$ cat src/rtl/alert_responder.sv
// rtl/alert_responder.sv - alert responder FSM with debounced acknowledge, pulsed buzzer and escalation
//
// Purpose: arms the alert counter, rings a pulsed buzzer on each new alert,
// accepts a debounced acknowledge, escalates on an unacknowledged ring timeout,
// then holds off briefly before re-arming.
//
// Ports:
//   clk        in   system clock, rising edge
//   rst        in   synchronous active-high reset
//   arm        in   user arm request (level)
//   alert      in   alert from the alert counter
//   alert_off  in   alert-finished indication from the alert counter
//   ack_btn    in   raw acknowledge button (may bounce)
//   enable     out  enable to the alert counter (ARMED, RINGING)
//   buzzer     out  pulsed buzzer drive while RINGING
//   ring_led   out  high while RINGING
//   escalate   out  sticky unacknowledged-timeout flag
//   alert_cnt  out  saturating count of alert episodes
module alert_responder #(
  parameter int DEB_CYCLES = 3,
  parameter int BEEP_ON    = 2,
  parameter int BEEP_OFF   = 2,
  parameter int RING_MAX   = 20,
  parameter int HOLD_OFF   = 4
) (
  input  logic       clk,
  input  logic       rst,
  input  logic       arm,
  input  logic       alert,
  input  logic       alert_off,
  input  logic       ack_btn,
  output logic       enable,
  output logic       buzzer,
  output logic       ring_led,
  output logic       escalate,
  output logic [3:0] alert_cnt
);

  localparam int BEEP_PER = BEEP_ON + BEEP_OFF;
  localparam int DEB_W    = $clog2(DEB_CYCLES + 1);
  localparam int PH_W     = $clog2(BEEP_PER + 1);
  localparam int RING_W   = $clog2(RING_MAX + 1);
  localparam int HOLD_W   = $clog2(HOLD_OFF + 1);

  localparam logic [1:0] IDLE    = 2'd0;
  localparam logic [1:0] ARMED   = 2'd1;
  localparam logic [1:0] RINGING = 2'd2;
  localparam logic [1:0] HOLD    = 2'd3;

  logic [1:0]        state_q, state_d;
  logic              alert_q;
  logic [DEB_W-1:0]  deb_cnt_q, deb_cnt_d;
  logic              ack_pulse_q, ack_pulse_d;
  logic [PH_W-1:0]   phase_q, phase_d;
  logic [RING_W-1:0] ring_cnt_q, ring_cnt_d;
  logic [HOLD_W-1:0] hold_cnt_q, hold_cnt_d;
  logic              enable_q, enable_d;
  logic              buzzer_q, buzzer_d;
  logic              ring_led_q, ring_led_d;
  logic              escalate_q, escalate_d;
  logic [3:0]        alert_cnt_q, alert_cnt_d;
  logic              alert_rise;
  logic              ring_expire;

  always_comb begin
    state_d     = state_q;
    phase_d     = phase_q;
    ring_cnt_d  = ring_cnt_q;
    hold_cnt_d  = hold_cnt_q;
    escalate_d  = escalate_q;
    alert_cnt_d = alert_cnt_q;

    alert_rise = alert & ~alert_q;

    // Run-length counter parks at DEB_CYCLES so a held button pulses only once.
    if (!ack_btn) begin
      deb_cnt_d = '0;
    end else if (deb_cnt_q != DEB_W'(DEB_CYCLES)) begin
      deb_cnt_d = deb_cnt_q + DEB_W'(1);
    end else begin
      deb_cnt_d = deb_cnt_q;
    end
    ack_pulse_d = ack_btn && (deb_cnt_q == DEB_W'(DEB_CYCLES - 1));

    // ring_cnt_q holds completed RINGING cycles minus one on the closing edge.
    ring_expire = (state_q == RINGING) && (ring_cnt_q == RING_W'(RING_MAX - 1));

    case (state_q)
      IDLE: begin
        if (arm) state_d = ARMED;
      end
      ARMED: begin
        if (alert_rise) begin
          state_d    = RINGING;
          ring_cnt_d = '0;
          phase_d    = '0;
          if (alert_cnt_q != 4'd15) alert_cnt_d = alert_cnt_q + 4'd1;
        end else if (!arm) begin
          state_d = IDLE;
        end
      end
      RINGING: begin
        if (ring_cnt_q != RING_W'(RING_MAX)) ring_cnt_d = ring_cnt_q + RING_W'(1);
        phase_d = (phase_q == PH_W'(BEEP_PER - 1)) ? '0 : phase_q + PH_W'(1);
        if (ring_expire) escalate_d = 1'b1;
        if (ack_pulse_q || alert_off) begin
          state_d    = HOLD;
          hold_cnt_d = '0;
        end
      end
      default: begin
        if (hold_cnt_q == HOLD_W'(HOLD_OFF - 1)) begin
          state_d = arm ? ARMED : IDLE;
        end else begin
          hold_cnt_d = hold_cnt_q + HOLD_W'(1);
        end
      end
    endcase

    // An acknowledge always wins over a same-edge timeout, in any state.
    if (ack_pulse_q) escalate_d = 1'b0;

    // Outputs are registered from the next state so they line up with it.
    enable_d   = (state_d == ARMED) || (state_d == RINGING);
    ring_led_d = (state_d == RINGING);
    buzzer_d   = (state_d == RINGING) && (phase_d < PH_W'(BEEP_ON));
  end

  always_ff @(posedge clk) begin
    if (rst) begin
      state_q     <= IDLE;
      alert_q     <= 1'b0;
      deb_cnt_q   <= '0;
      ack_pulse_q <= 1'b0;
      phase_q     <= '0;
      ring_cnt_q  <= '0;
      hold_cnt_q  <= '0;
      enable_q    <= 1'b0;
      buzzer_q    <= 1'b0;
      ring_led_q  <= 1'b0;
      escalate_q  <= 1'b0;
      alert_cnt_q <= 4'd0;
    end else begin
      state_q     <= state_d;
      alert_q     <= alert;
      deb_cnt_q   <= deb_cnt_d;
      ack_pulse_q <= ack_pulse_d;
      phase_q     <= phase_d;
      ring_cnt_q  <= ring_cnt_d;
      hold_cnt_q  <= hold_cnt_d;
      enable_q    <= enable_d;
      buzzer_q    <= buzzer_d;
      ring_led_q  <= ring_led_d;
      escalate_q  <= escalate_d;
      alert_cnt_q <= alert_cnt_d;
    end
  end

  assign enable    = enable_q;
  assign buzzer    = buzzer_q;
  assign ring_led  = ring_led_q;
  assign escalate  = escalate_q;
  assign alert_cnt = alert_cnt_q;

endmodule

$ cat config.mk
export PLATFORM = sky130hd
export DESIGN_NAME = alert_responder
export DESIGN_NICKNAME = d
export VERILOG_FILES = /design/src/rtl/alert_responder.sv
export SDC_FILE = /design/constraint.sdc
export NUM_CORES = 1
export LEC_CHECK = 0
export CAP_MARGIN = 10
export CORE_MARGIN = 4
export CORE_UTILIZATION = 46
export DETAILED_ROUTE_END_ITERATION = 8
export PLACE_DENSITY_LB_ADDON = 0.2
export SETUP_SLACK_MARGIN = 0.5
export SLEW_MARGIN = 30
export SYNTH_ARGS = -nofsm -noshare
export SYNTH_HDL_FRONTEND = slang
export SYNTH_SLANG_ARGS = --single-unit
$ cat constraint.sdc
create_clock -name clk -period 5.2 [get_ports clk]
set_clock_uncertainty 0.05 [all_clocks]
set_input_delay 1.04 -clock clk [delete_from_list [all_inputs] [get_ports clk]]
set_output_delay 1.04 -clock clk [all_outputs]
set_load 0.01 [all_outputs]
### Word-level counts from Yosys, hierarchy flattened

Index checks and enable logic that the tools add are counted.

* magnitude comparators: 1
* muxes and demuxes: 16
* bitwise logic cells: 4
* equal/unequal tests: 15
* add/subtract/negate cells: 5
* reductions and logical operators: 14

Operators with widths (count)
* $mux 3: 4
* $pmux 3 s2: 2
* $mux 2: 5
* $mux 5: 2
* $pmux 5 s2: 1
* $reduce_and 3->1: 3
* $add 3x1->3 const B: 2
* $eq 2x2->1 const B: 3
* $eq 3x2->1 const B: 2
* $ne 2x2->1 const B: 3
* $pmux 2 s3: 1
* $reduce_or 2->1: 3
* $add 5x1->5 const B: 1
* $eq 5x5->1 const B: 1
* $ne 5x5->1 const B: 1
* $add 4x1->4 const B: 1
* $eq 2x1->1 const B: 2
* $ne 2x1->1 const B: 2
* $ne 4x4->1 const B: 1
* $logic_and 1x1->1: 3
* $lt 3x2->1 const B: 1
* $not 1->1: 3
* $add 2x1->2 const B: 1
* $logic_not 2->1: 1
* 5 further kinds: 6

* register bits after elaboration: 25
* output and inout bits: 8
* logic and storage cells: 67

### Logic depth before layout (Yosys ltp)

* depth after elaboration: 6
* mapped depth: 9

### Least setup slack after synthesis

No wires, ideal clock.

* kind: input to register
* from: input port arm
* to: register buzzer_q (netlist: buzzer)
* required time: 5.034 ns
* buffers on the path: 0
* stages: 6
* data arrival time: 2.128 ns
* library setup time: 0.116 ns
* slack: 2.906 ns
* cell sequence: mux2_4 -> a2111oi_2 -> a21oi_1 -> ha_1 -> nor2b_1 -> o211a_1

* cells in the longest elaborated chain, start to end: 5

Ends and longest elaborated chain
* start, declared: RTL line 28 `input logic arm,`
* $mux 2: RTL line 98 `end else if (!arm) begin`
* $mux 2: RTL line 93 `if (alert_rise) begin`
* $pmux 2 s3 *: RTL line 88 `case (state_q)`
* named net state_d[1]: RTL line 50 `logic [1:0] state_q, state_d;`
* $eq 2x2->1 *
* named net ring_led_d: RTL line 59 `logic ring_led_q, ring_led_d;`
* $logic_and 1x1->1 *: RTL line 126 `buzzer_d = (state_d == RINGING) && (phase_d < PH_W'(BEEP_ON));`
* end signal, assigned: RTL line 152 `buzzer_q <= buzzer_d;`
* end, declared: RTL line 58 `logic buzzer_q, buzzer_d;`

Mark *: on every way through the listed nets, which the timed path passes. The rest lies on a longest branch.
A chain may end at the register's enable or synchronous reset.

### Final worst setup path

Ends and elaborated chain as after synthesis.

==> out/results.txt <==
Synth Area in Adders: 13.4%
die height: 61.4 µm
Yosys top cell area share: 38.2%
Synth cell types: 39
Routed WL: 2460 µm
Starting Density: 47.9%
CTS tree: built
Clk pin slew, worst setup/hold paths: 0.14 ns
Slew Limit Fails: 0
final setup vio count: 0
setup_tns: 0 ns
GPL Wtd Cong: 0.841
maximum vdd drop: 0.245 mV
Post-Synth Simple-Gate Area: 20.4%
# diodes: 0
warnings from Yosys: 0
CP arrival: 2.87 ns
via density per instance: 5.47
Routed Antenna Nets: 0
Worst slew margin: 47.9%
Async SR Flop Fraction: 0%
largest net degree at the start of global routing: 23
WHS: 0.393 ns
mux cell area share after synthesis: 4.68%
DRC Markers: 0
Seq/Total Area, Yosys: 38.2%
Initial DRT Pass Iterations: 4
Core Util, Final: 54.6%
Setup Buffers After CTS: 0
Hold Fails Final Rpt: 0
Pwr Density: 378 nW/µm²
xor/xnor share of the synthesized area: 2.01%
number of flops mapped to enable cells by yosys: 0
Die Area: 3770 µm²
total of max-cap violations: 0
post-CTS sizing: 0
hold buffers post-CTS: 0
Multi-input gate area: 759 µm²
DIE WIDTH: 61.4 µm
Post-Syn Area: 1310 µm²
WL/cell: 13.0 µm
top-count cell post-synth: dfxtp_1
Worst-Skew Late Latency: 0.32 ns
H-tree levels: 1
worst hold path class: reg -> reg
Synth top cells by count: 25 x dfxtp_1, 17 x nor2_1, 14 x ha_1
share of cells above drive strength 1: 7.55%
pre-CTS setup slack: 2.16 ns
placed cells: 186
Final Instance Count excl. Fillers: 190
number of synthesized register bits: 25
# rows: 19
f_max: 0.373 GHz
clk root buf: clkbuf_4
CP cell instances: clkdlybuf4s50_1 > mux2_4 > a2111oi_2 > a21oi_1 > ha_1 > nor2b_1 > o211a_1
Final Critical Period: 2.68 ns
Area contributors post-synth: dfxtp_1 38%, ha_1 13%, nor2_1 4.9%, a21oi_1 4.2%, nor2b_1 3.3%
first-pass GRT wire length: 4380 µm
clock sink total: 25
period utilization: 51.6%
leading area contributor after synthesis: dfxtp_1
Num CTS Buffers: 3
post-synthesis compound-gate area fraction: 17.5%
Reg area: 500 µm²
Core Region: 2730 µm²
DRT iter0 DRCs: 20
Worst-Margin Slew: 0.779 ns
initial antenna violation count: 0
DP HPWL: 1850 µm
largest family of logic cells by synthesized area: simple AND/OR/NAND/NOR gates
Layout area overhead: 14.0%
Fillers: 262
Max FO, Critical Path: 5
Syn Inst Count: 145
syn nets: 165
Most used DFF post-synth: dfxtp_1
Worst Path Required: 5.38 ns
via count: 1,040
Final nets: 180
vias in the first global route: 1,033
Avg Cell Area, Syn: 9.03 µm²
Worst Setup Start Kind: input pin
outcome: complete, no violations
GR Util All Layers: 15.4%
slowest stage cell, crit path: clkdlybuf4s50_1
Pleak: 0.000602 µW
global route total overflow: 0
final worst slack: 2.52 ns
RSZ-0062 raised after global routing: false
CTS max path bufs: 2
Port Buf Inserts: 13
kind of critical path: in -> reg
# IOs: 14
crit-path max cell delay: 0.57 ns
CP endpoint kind: flop
registers in the layout, summed over array words and instances (netlist names):
register     flops
ring_cnt_q       5
alert_cnt        4
hold_cnt_q       3
phase_q          3
deb_cnt_q        2
state_q          2
ack_pulse_q      1
alert_q          1
buzzer           1
enable           1
escalate         1
ring_led         1
cells by family after synthesis:
kind of cell,after synthesis
AO/OA/AOI/OAI,32
XOR/XNOR,3
adder cells (fa/ha/maj),14
buffers and inverters,13
flip-flops,25
multiplexers,5
AND/OR/NAND/NOR,53
worst max-delay path: cells and delay by family:
family                     cells  cell delay (ns)
AOI/OAI and AO/OA              3             0.61
buffers and inverters          1             0.57
muxes                          1             0.33
adders and majority gates      1             0.19
and+or+nand+nor                1             0.13
worst paths after layout:
| path | start | to | slack, ns | depth (start not counted) |
|---|---|---|---|---|
| hold reg to reg | ack_pulse_q | escalate | 0.39 | 1 |
| hold / removal | ack_pulse_q | escalate | 0.39 | 1 |
| setup reg to reg | state_q[1] | buzzer | 2.97 | 8 |
| setup / recovery | arm | buzzer | 2.52 | 7 |
area by class of cell:
class                           count  area share (%)
Multi-Input combinational cell    107            50.8
Sequential cell                    25            33.5
Timing Repair Buffer               13            8.71
Tap cell                           31            2.60
Inverter                           10            2.51
Clock buffer                        3            1.51
Clock inverter                      1           0.335
power by group:
group	total [µW]	internal (µW)	switching (µW)
logic	243	111	132
clock network	87.6	28.8	58.8
registers	234	215	19.2
cell usage in the layout, fill, tap and decap left out, types with 4 or more instances in the layout:
cell / n
clkdlybuf4s50_1: 13
a31oi_1: 4
nor2b_1: 7
inv_1: 10
nor2_1: 17
a21oi_1: 11
dfxtp_1: 25
ha_1: 14
nor3_1: 4
nand2_1: 11
per-stage QoR:
stage | power [µW] | cell area (µm²)
after floorplan | 416 | 1310
after global placement | 473 | 1470
after detailed placement | 480 | 1470
after CTS | 569 | 1490
after global routing | 613 | 1490
final | 565 | 1490
layer usage:
metal	wire length [µm]	track usage (%)	vias up	part of all wire, %
met5	0	0	-	0
met4	20	6.36	0	0.81
met3	92	3.14	2	3.7
met2	1180	26.0	15	48
met1	1170	19.0	484	47
li1	-	-	539	-
No activity file was read; power rests on OpenSTA's default activity.
